<file path="src/rtl/spi_interface.sv">
// Mode-3 SPI byte engine for the PmodACL: shifts out a 16-bit command word MSB first
// and returns the byte received during the second half of the frame.
module spi_interface #(
    parameter int unsigned HALF_PERIOD = 50
) (
    input  logic        clk,
    input  logic        rst,
    input  logic        transmit,
    input  logic [15:0] txdata,
    output logic [7:0]  rxdata,
    output logic        done,
    output logic        busy,
    input  logic        miso,
    output logic        mosi,
    output logic        sclk,
    output logic        ss
);

    localparam int unsigned CNT_W  = 8;
    localparam int unsigned BIT_W  = 4;
    localparam int unsigned TXSR_W = 15;

    typedef enum logic [2:0] {
        S_IDLE,
        S_SETUP,
        S_SHIFT,
        S_HOLD,
        S_DONE
    } state_t;

    state_t              state_q, state_d;
    logic [CNT_W-1:0]    cnt_q, cnt_d;
    logic [BIT_W-1:0]    bit_q, bit_d;
    logic [TXSR_W-1:0]   tx_sr_q, tx_sr_d;
    logic [7:0]          rx_sr_q, rx_sr_d;
    logic [7:0]          rxdata_q, rxdata_d;
    logic                done_q, done_d;
    logic                busy_q, busy_d;
    logic                mosi_q, mosi_d;
    logic                sclk_q, sclk_d;
    logic                ss_q, ss_d;
    logic                miso_s1_q, miso_s1_d;
    logic                miso_s2_q, miso_s2_d;
    logic                phase_end;

    assign phase_end = (cnt_q == CNT_W'(HALF_PERIOD - 1));

    // Next-state and output logic; sclk_q doubles as the low/high phase flag in SHIFT.
    always_comb begin
        state_d   = state_q;
        cnt_d     = cnt_q;
        bit_d     = bit_q;
        tx_sr_d   = tx_sr_q;
        rx_sr_d   = rx_sr_q;
        rxdata_d  = rxdata_q;
        done_d    = done_q;
        busy_d    = busy_q;
        mosi_d    = mosi_q;
        sclk_d    = sclk_q;
        ss_d      = ss_q;
        miso_s1_d = miso;
        miso_s2_d = miso_s1_q;

        case (state_q)
            S_IDLE: begin
                if (transmit) begin
                    tx_sr_d = txdata[14:0];
                    ss_d    = 1'b0;
                    mosi_d  = txdata[15];
                    busy_d  = 1'b1;
                    cnt_d   = '0;
                    state_d = S_SETUP;
                end
            end
            S_SETUP: begin
                if (phase_end) begin
                    sclk_d  = 1'b0;
                    bit_d   = '0;
                    cnt_d   = '0;
                    state_d = S_SHIFT;
                end else begin
                    cnt_d = cnt_q + CNT_W'(1);
                end
            end
            S_SHIFT: begin
                if (!phase_end) begin
                    cnt_d = cnt_q + CNT_W'(1);
                end else begin
                    cnt_d = '0;
                    if (!sclk_q) begin
                        sclk_d  = 1'b1;
                        rx_sr_d = {rx_sr_q[6:0], miso_s2_q};
                    end else if (bit_q == BIT_W'(15)) begin
                        state_d = S_HOLD;
                    end else begin
                        sclk_d  = 1'b0;
                        mosi_d  = tx_sr_q[14];
                        tx_sr_d = {tx_sr_q[13:0], 1'b0};
                        bit_d   = bit_q + BIT_W'(1);
                    end
                end
            end
            S_HOLD: begin
                if (phase_end) begin
                    cnt_d    = '0;
                    ss_d     = 1'b1;
                    mosi_d   = 1'b0;
                    rxdata_d = rx_sr_q;
                    done_d   = 1'b1;
                    state_d  = S_DONE;
                end else begin
                    cnt_d = cnt_q + CNT_W'(1);
                end
            end
            S_DONE: begin
                done_d  = 1'b0;
                busy_d  = 1'b0;
                state_d = S_IDLE;
            end
            default: begin
                state_d = S_IDLE;
            end
        endcase
    end

    always_ff @(posedge clk or posedge rst) begin
        if (rst) begin
            state_q   <= S_IDLE;
            cnt_q     <= '0;
            bit_q     <= '0;
            tx_sr_q   <= '0;
            rx_sr_q   <= '0;
            rxdata_q  <= '0;
            done_q    <= 1'b0;
            busy_q    <= 1'b0;
            mosi_q    <= 1'b0;
            sclk_q    <= 1'b1;
            ss_q      <= 1'b1;
            miso_s1_q <= 1'b0;
            miso_s2_q <= 1'b0;
        end else begin
            state_q   <= state_d;
            cnt_q     <= cnt_d;
            bit_q     <= bit_d;
            tx_sr_q   <= tx_sr_d;
            rx_sr_q   <= rx_sr_d;
            rxdata_q  <= rxdata_d;
            done_q    <= done_d;
            busy_q    <= busy_d;
            mosi_q    <= mosi_d;
            sclk_q    <= sclk_d;
            ss_q      <= ss_d;
            miso_s1_q <= miso_s1_d;
            miso_s2_q <= miso_s2_d;
        end
    end

    assign rxdata = rxdata_q;
    assign done   = done_q;
    assign busy   = busy_q;
    assign mosi   = mosi_q;
    assign sclk   = sclk_q;
    assign ss     = ss_q;

endmodule
</file>
<file path="config.mk">
export PLATFORM = sky130hd
export DESIGN_NAME = spi_interface
export DESIGN_NICKNAME = d
export VERILOG_FILES = /design/src/rtl/spi_interface.sv
export SDC_FILE = /design/constraint.sdc
export NUM_CORES = 1
export LEC_CHECK = 0
export CORE_MARGIN = 4
export CORE_UTILIZATION = 55
export CTS_CLUSTER_SIZE = 16
export DETAILED_ROUTE_END_ITERATION = 6
export PLACE_DENSITY = 0.89
export SLEW_MARGIN = 5
export SYNTH_ARGS = -nofsm -noshare
export SYNTH_HDL_FRONTEND = slang
export SYNTH_SLANG_ARGS = --single-unit
</file>
<file path="constraint.sdc">
create_clock -name clk -period 2.9 [get_ports clk]
set_input_delay 0.58 -clock clk [delete_from_list [all_inputs] [get_ports clk]]
set_output_delay 0.58 -clock clk [all_outputs]
set_load 0.005 [all_outputs]
</file>
; ---- Yosys cells after proc, flatten, opt, wreduce, memory -nomap -nowiden
; Index checks and enable logic that the tools add are counted.
; Widths: inputs -> output; s select.
[totals]
register_bits = 53
input_bits = 20
word_cells = 85
[op_classes]
add_sub_neg = 2
n_eq_ne = 13
n_mux = 36
n_bitwise = 1
reduce_logical = 20
[ops]
columns = op, n
row1 = $mux 15, 4
row2 = $pmux 15 s2, 1
row3 = $mux 3, 6
row4 = $mux 4, 4
row5 = $mux 8, 2
row6 = $pmux 8 s2, 1
row7 = $ne 2x2->1 const B, 7
row8 = $pmux 3 s4, 1
row9 = $reduce_and 6->1, 2
row10 = $reduce_bool 2->1, 6
row11 = $mux 1, 11
row12 = $reduce_and 5->1, 2
row13 = $reduce_and 3->1, 3
row14 = $add 8x1->8 const B, 1
row15 = $eq 8x6->1 const B, 1
row16 = $pmux 1 s2, 4
row17 = $pmux 4 s2, 1
row18 = $reduce_and 2->1, 4
row19 = $eq 3x2->1 const B, 2
row20 = $add 4x1->4 const B, 1
row21 = $eq 4x4->1 const B, 1
row22 = $eq 3x1->1 const B, 1
row23 = $eq 3x3->1 const B, 1
row24 = $logic_not 3->1, 1
row25 = other kinds (4), 4

; ---- Longest topological paths before layout
[depth]
ltp_word = 5
mapped_depth = 8
mapped_depth_nobuf = 6

; ---- Worst setup path before layout
; Ideal clock, no wire load.
[synth_path]
kind = reg-to-reg
startpoint = reg cnt_q[1]
endpoint = reg tx_sr_q[10]
t_arrival_ps = 1838
required_time_ps = 2775
path_slack_ps = 938
stages_incl_launch_ff = 9
path_buffers = 2
period_less_slack_ps = 1962
cell_sequence = dfrtp_1 > inv_1 > ha_1 > and4b_1 > buf_6 > nand2_4 > o31ai_4 > buf_6 > mux2_2
[synth_via]
elab_chain_cells = 3
[synth_lines]
columns = item, line
row1 = "start, declared", 32  ; logic [CNT_W-1:0] cnt_q, cnt_d;
row2 = "start signal, assigned", 143  ; cnt_q <= cnt_d;
row3 = $eq 8x6->1, 46  ; assign phase_end = (cnt_q == CNT_W'(HALF_PERIOD - 1));
row4 = $ne 2x2->1 (no source line), -
row5 = $reduce_and 5->1 (no source line), -
row6 = "end signal, assigned", 145  ; tx_sr_q <= tx_sr_d;
row7 = "end, declared", 34  ; logic [TXSR_W-1:0] tx_sr_q, tx_sr_d;
; Every way passes these cells.
; A chain may end at the register's enable or synchronous reset.

; ---- Worst setup path after layout
[layout_path]
startpoint = reg cnt_q[1]
endpoint = reg rx_sr_q[7]
[layout_via]
elab_chain_cells = 2
[layout_lines]
columns = item, line
row1 = $eq 8x6->1, 46
row2 = $reduce_and 3->1 (no source line), -
row3 = "end signal, assigned", 146  ; rx_sr_q <= rx_sr_d;
row4 = "end, declared", 35  ; logic [7:0] rx_sr_q, rx_sr_d;
; Every way passes these cells.

==> impl_metrics.tcl <==
set metrics [dict create \
    layout_setup_ws_ps 670 \
    net-switching-power_mw 0.535 \
    synthTopCellsByArea "dfrtp_1 (50%), mux2_2 (16%), mux2_4 (4.7%)" \
    yosysMostFrequentCell "dfrtp_1" \
    wl_per_cell_um 15.1 \
    synth_compound_area_share_pct 9.97 \
    antennaDiodeCount 0 \
    track_usage_pct 15.4 \
    setup_tns_ps 0 \
    grt_max_degree 54 \
    yosysTopAreaCell "dfrtp_1" \
    async_reset_ff_share_pct 100 \
    clk-insertion-delay-late_ps 300 \
    clk_pin_slew_ps 90 \
    run_status "finished, final reports clean" \
    die_h_um 76.1 \
    finalWirelength_mm 4.36 \
    slew_headroom_pct 56.8 \
    ys_seq_elements 53 \
    antenna_found_initial 0 \
    ys.flop_type "dfrtp_1" \
    post_cts_resize_count 0 \
    synth_nets 226 \
    routabilityCongestion 0.828 \
    die_w_um 76.1 \
    hold_viol 0 \
    power.share.combinational_pct 23.8 \
    drt_pass1_iterations 4 \
    cp_slowest_stage_delay_ps 580 \
    slowest_stage "or3_1" \
    synth-adder-area-share_pct 1.47 \
    drv_slew 0 \
    postSynthAreaPerCell_um2 12.6 \
    post-synth-top-area-fraction_pct 50.1 \
    start_util_pct 57.7 \
    power.density_nw_per_um2 602 \
    netlist_area_um2 2550 \
    swShare_pct 29.7 \
    muxShareOfSynthArea_pct 21.8 \
    min_period_ps 2230 \
    setup_viol 0 \
    cp_cell_sequence "inv_1, ha_1, and4b_1, nand2_4, or3_1, mux2_4" \
    worst_slew_pin_slew_ps 647 \
    tritoncts "yes" \
    drt_iter0_drc 115 \
    hpwl_mm 3.13 \
    clkPwrFrac_pct 22.2 \
    critical_path_class "flop to flop" \
    crit_fanout 8 \
    drive_gt1_share_pct 27.0 \
    cts_num_sinks 53 \
    required_ps 3090 \
    fin_skew_ps 5.73 \
    ant_nets 0 \
    fmax_ghz 0.449 \
    ioPinCount 33 \
    grt_pass1_vias 1640 \
    area_growth_syn_to_layout_pct 17.4 \
    yosys_warnings 0 \
    synthXorXnorAreaFrac_pct 1.03 \
    fp.dieArea_um2 5790 \
    port_buffers 32 \
    numCtsBuffers 5 \
    cts_htree_levels 2 \
    final_nets 259 \
    synth_edf_count 0 \
    min_period_over_period_pct 76.9 \
    cts_hold_repair.buffers 0 \
    via_count 1663 \
    seqPwrFrac_pct 54.0 \
    start_kind "flop" \
    grt-ovfl-total 0 \
    hold_path_class "flop to flop" \
    power_leakage_nw 1.32 \
    cp.arrival_ps 2420 \
    yosysSeqAreaShare_pct 52.1 \
    rows 24 \
    drcViolationCount 0 \
    via_per_inst 5.75 \
    grt_pass1_wl_mm 7.47 \
    synth_cell_type_count 44 \
    synth_top_family_by_area "multiplexers" \
    ys_top_cells_by_count "dfrtp_1 (51), mux2_2 (37), nand2_1 (11)" \
    cap_violations 0 \
    timing.reg2reg.setup_slack_ps 670 \
    place_ws_ps 535 \
    syn_inst 203 \
    postCtsSetupBuffers 0 \
    peakVddDrop_uv 365 \
    worstSetupEndpointType "flop" \
    synth_simple_gate_area_share_pct 9.82 \
    p_int_mw 1.27 \
    rsz0062_at_grt "false" \
    cts_root_buf "clkbuf_8" \
    fp.coreArea_um2 4410 \
    clk_path_buf_depth 2 \
]
[worst max-delay path, delay by kind of cell (launching register included)]
kind          cells  cell delay (ps)
buf+inv           1               90
mux               1              370
flops             1              420
simple gates      3             1100
fa+ha+maj         1              140
[cell type report]
| class | instances | area [um^2] |
|---|---|---|
| sequential | 53 | 1330 |
| fill | 336 | 1420 |
| tap | 52 | 65.1 |
| multi-input combinational | 133 | 1130 |
| inverter | 8 | 30.0 |
| clock buffer | 7 | 76.3 |
| timing repair buffer | 35 | 355 |
| clock inverter | 1 | 7.51 |
[per-stage QoR]
stage / power [mW] / std cells / hold WS, ps / area, um^2 / utilization, %
after global placement: 1.39 / 281 / 338 / 2910 / 65.9
after detailed placement: 1.42 / 281 / 342 / 2910 / 65.9
after CTS: 1.82 / 289 / 371 / 2990 / 67.8
after global routing: 1.90 / 289 / 383 / 2990 / 67.8
after floorplan: 1.29 / 203 / 331 / 2550 / -
final: 1.80 / 289 / 366 / 2990 / 67.8
[power groups by stage]
| stage | Combinational, mW | Sequential [mW] | Clock [mW] |
|---|---|---|---|
| after floorplan | 0.349 | 0.943 | 0 |
| after global placement | 0.413 | 0.979 | 0 |
| after detailed placement | 0.433 | 0.986 | 0 |
| after CTS | 0.435 | 0.971 | 0.414 |
| after global routing | 0.476 | 0.991 | 0.438 |
| final | 0.430 | 0.973 | 0.400 |
[sequential cells by signal, indices dropped and copies added, names as in the netlist]
name / count
bit_q: 4
busy: 1
cnt_q: 8
done: 1
miso_s1_q: 1
miso_s2_q: 1
mosi: 1
rx_sr_q: 8
rxdata: 8
sclk: 1
ss: 1
state_q: 3
tx_sr_q: 15
[final timing paths]
path	to	cells after the start	from
min in group asynchronous	rxdata[0]	3	rst
worst min-delay path	miso_s2_q	0	miso_s1_q
worst max-delay path	rx_sr_q[7]	6	cnt_q[1]
worst min register to register	miso_s2_q	0	miso_s1_q
max in group asynchronous	sclk	3	rst
worst max register to register	rx_sr_q[7]	6	cnt_q[1]
[layout by cell type (no fill, tap or decap), types with 2 or more instances in the layout]
master           Yosys  final
o22ai_1              3      3
nand3_1              6      6
and3_1               2      2
o21a_1               3      3
a31oi_1              4      4
inv_1                8      7
o41ai_1              2      2
buf_4                1      2
a21o_1               2      2
xor2_1               3      3
clkbuf_8             0      5
nand2_1             11     11
mux2_2              37     37
a21oi_1              7      7
nor2b_1              2      2
mux2_4               8      8
nor2_1               6      6
o21ai_0              7      7
a22o_1               2      2
mux2i_1              2      2
clkdlybuf4s50_1      0     32
clkbuf_1             1      2
dfstp_2              2      2
or3_1                3      3
nand4_1              3      3
ha_1                 3      3
dfrtp_1             51     51
[kinds of logic (layout without fill, tap and decap cells)]
group	after synthesis	count (layout)
flops	53	53
xor+xnor	3	3
mux	47	47
fa+ha+maj	3	3
simple gates	44	44
buf+inv	17	51
compound gates	36	36
[metal layers]
layer	track usage, %	routed length (um)
met3	3.31	237
met1	20.7	1940
met2	25.1	2160
met5	0	0
met4	4.90	22
Note: power is estimated with default switching activity, not from simulation.
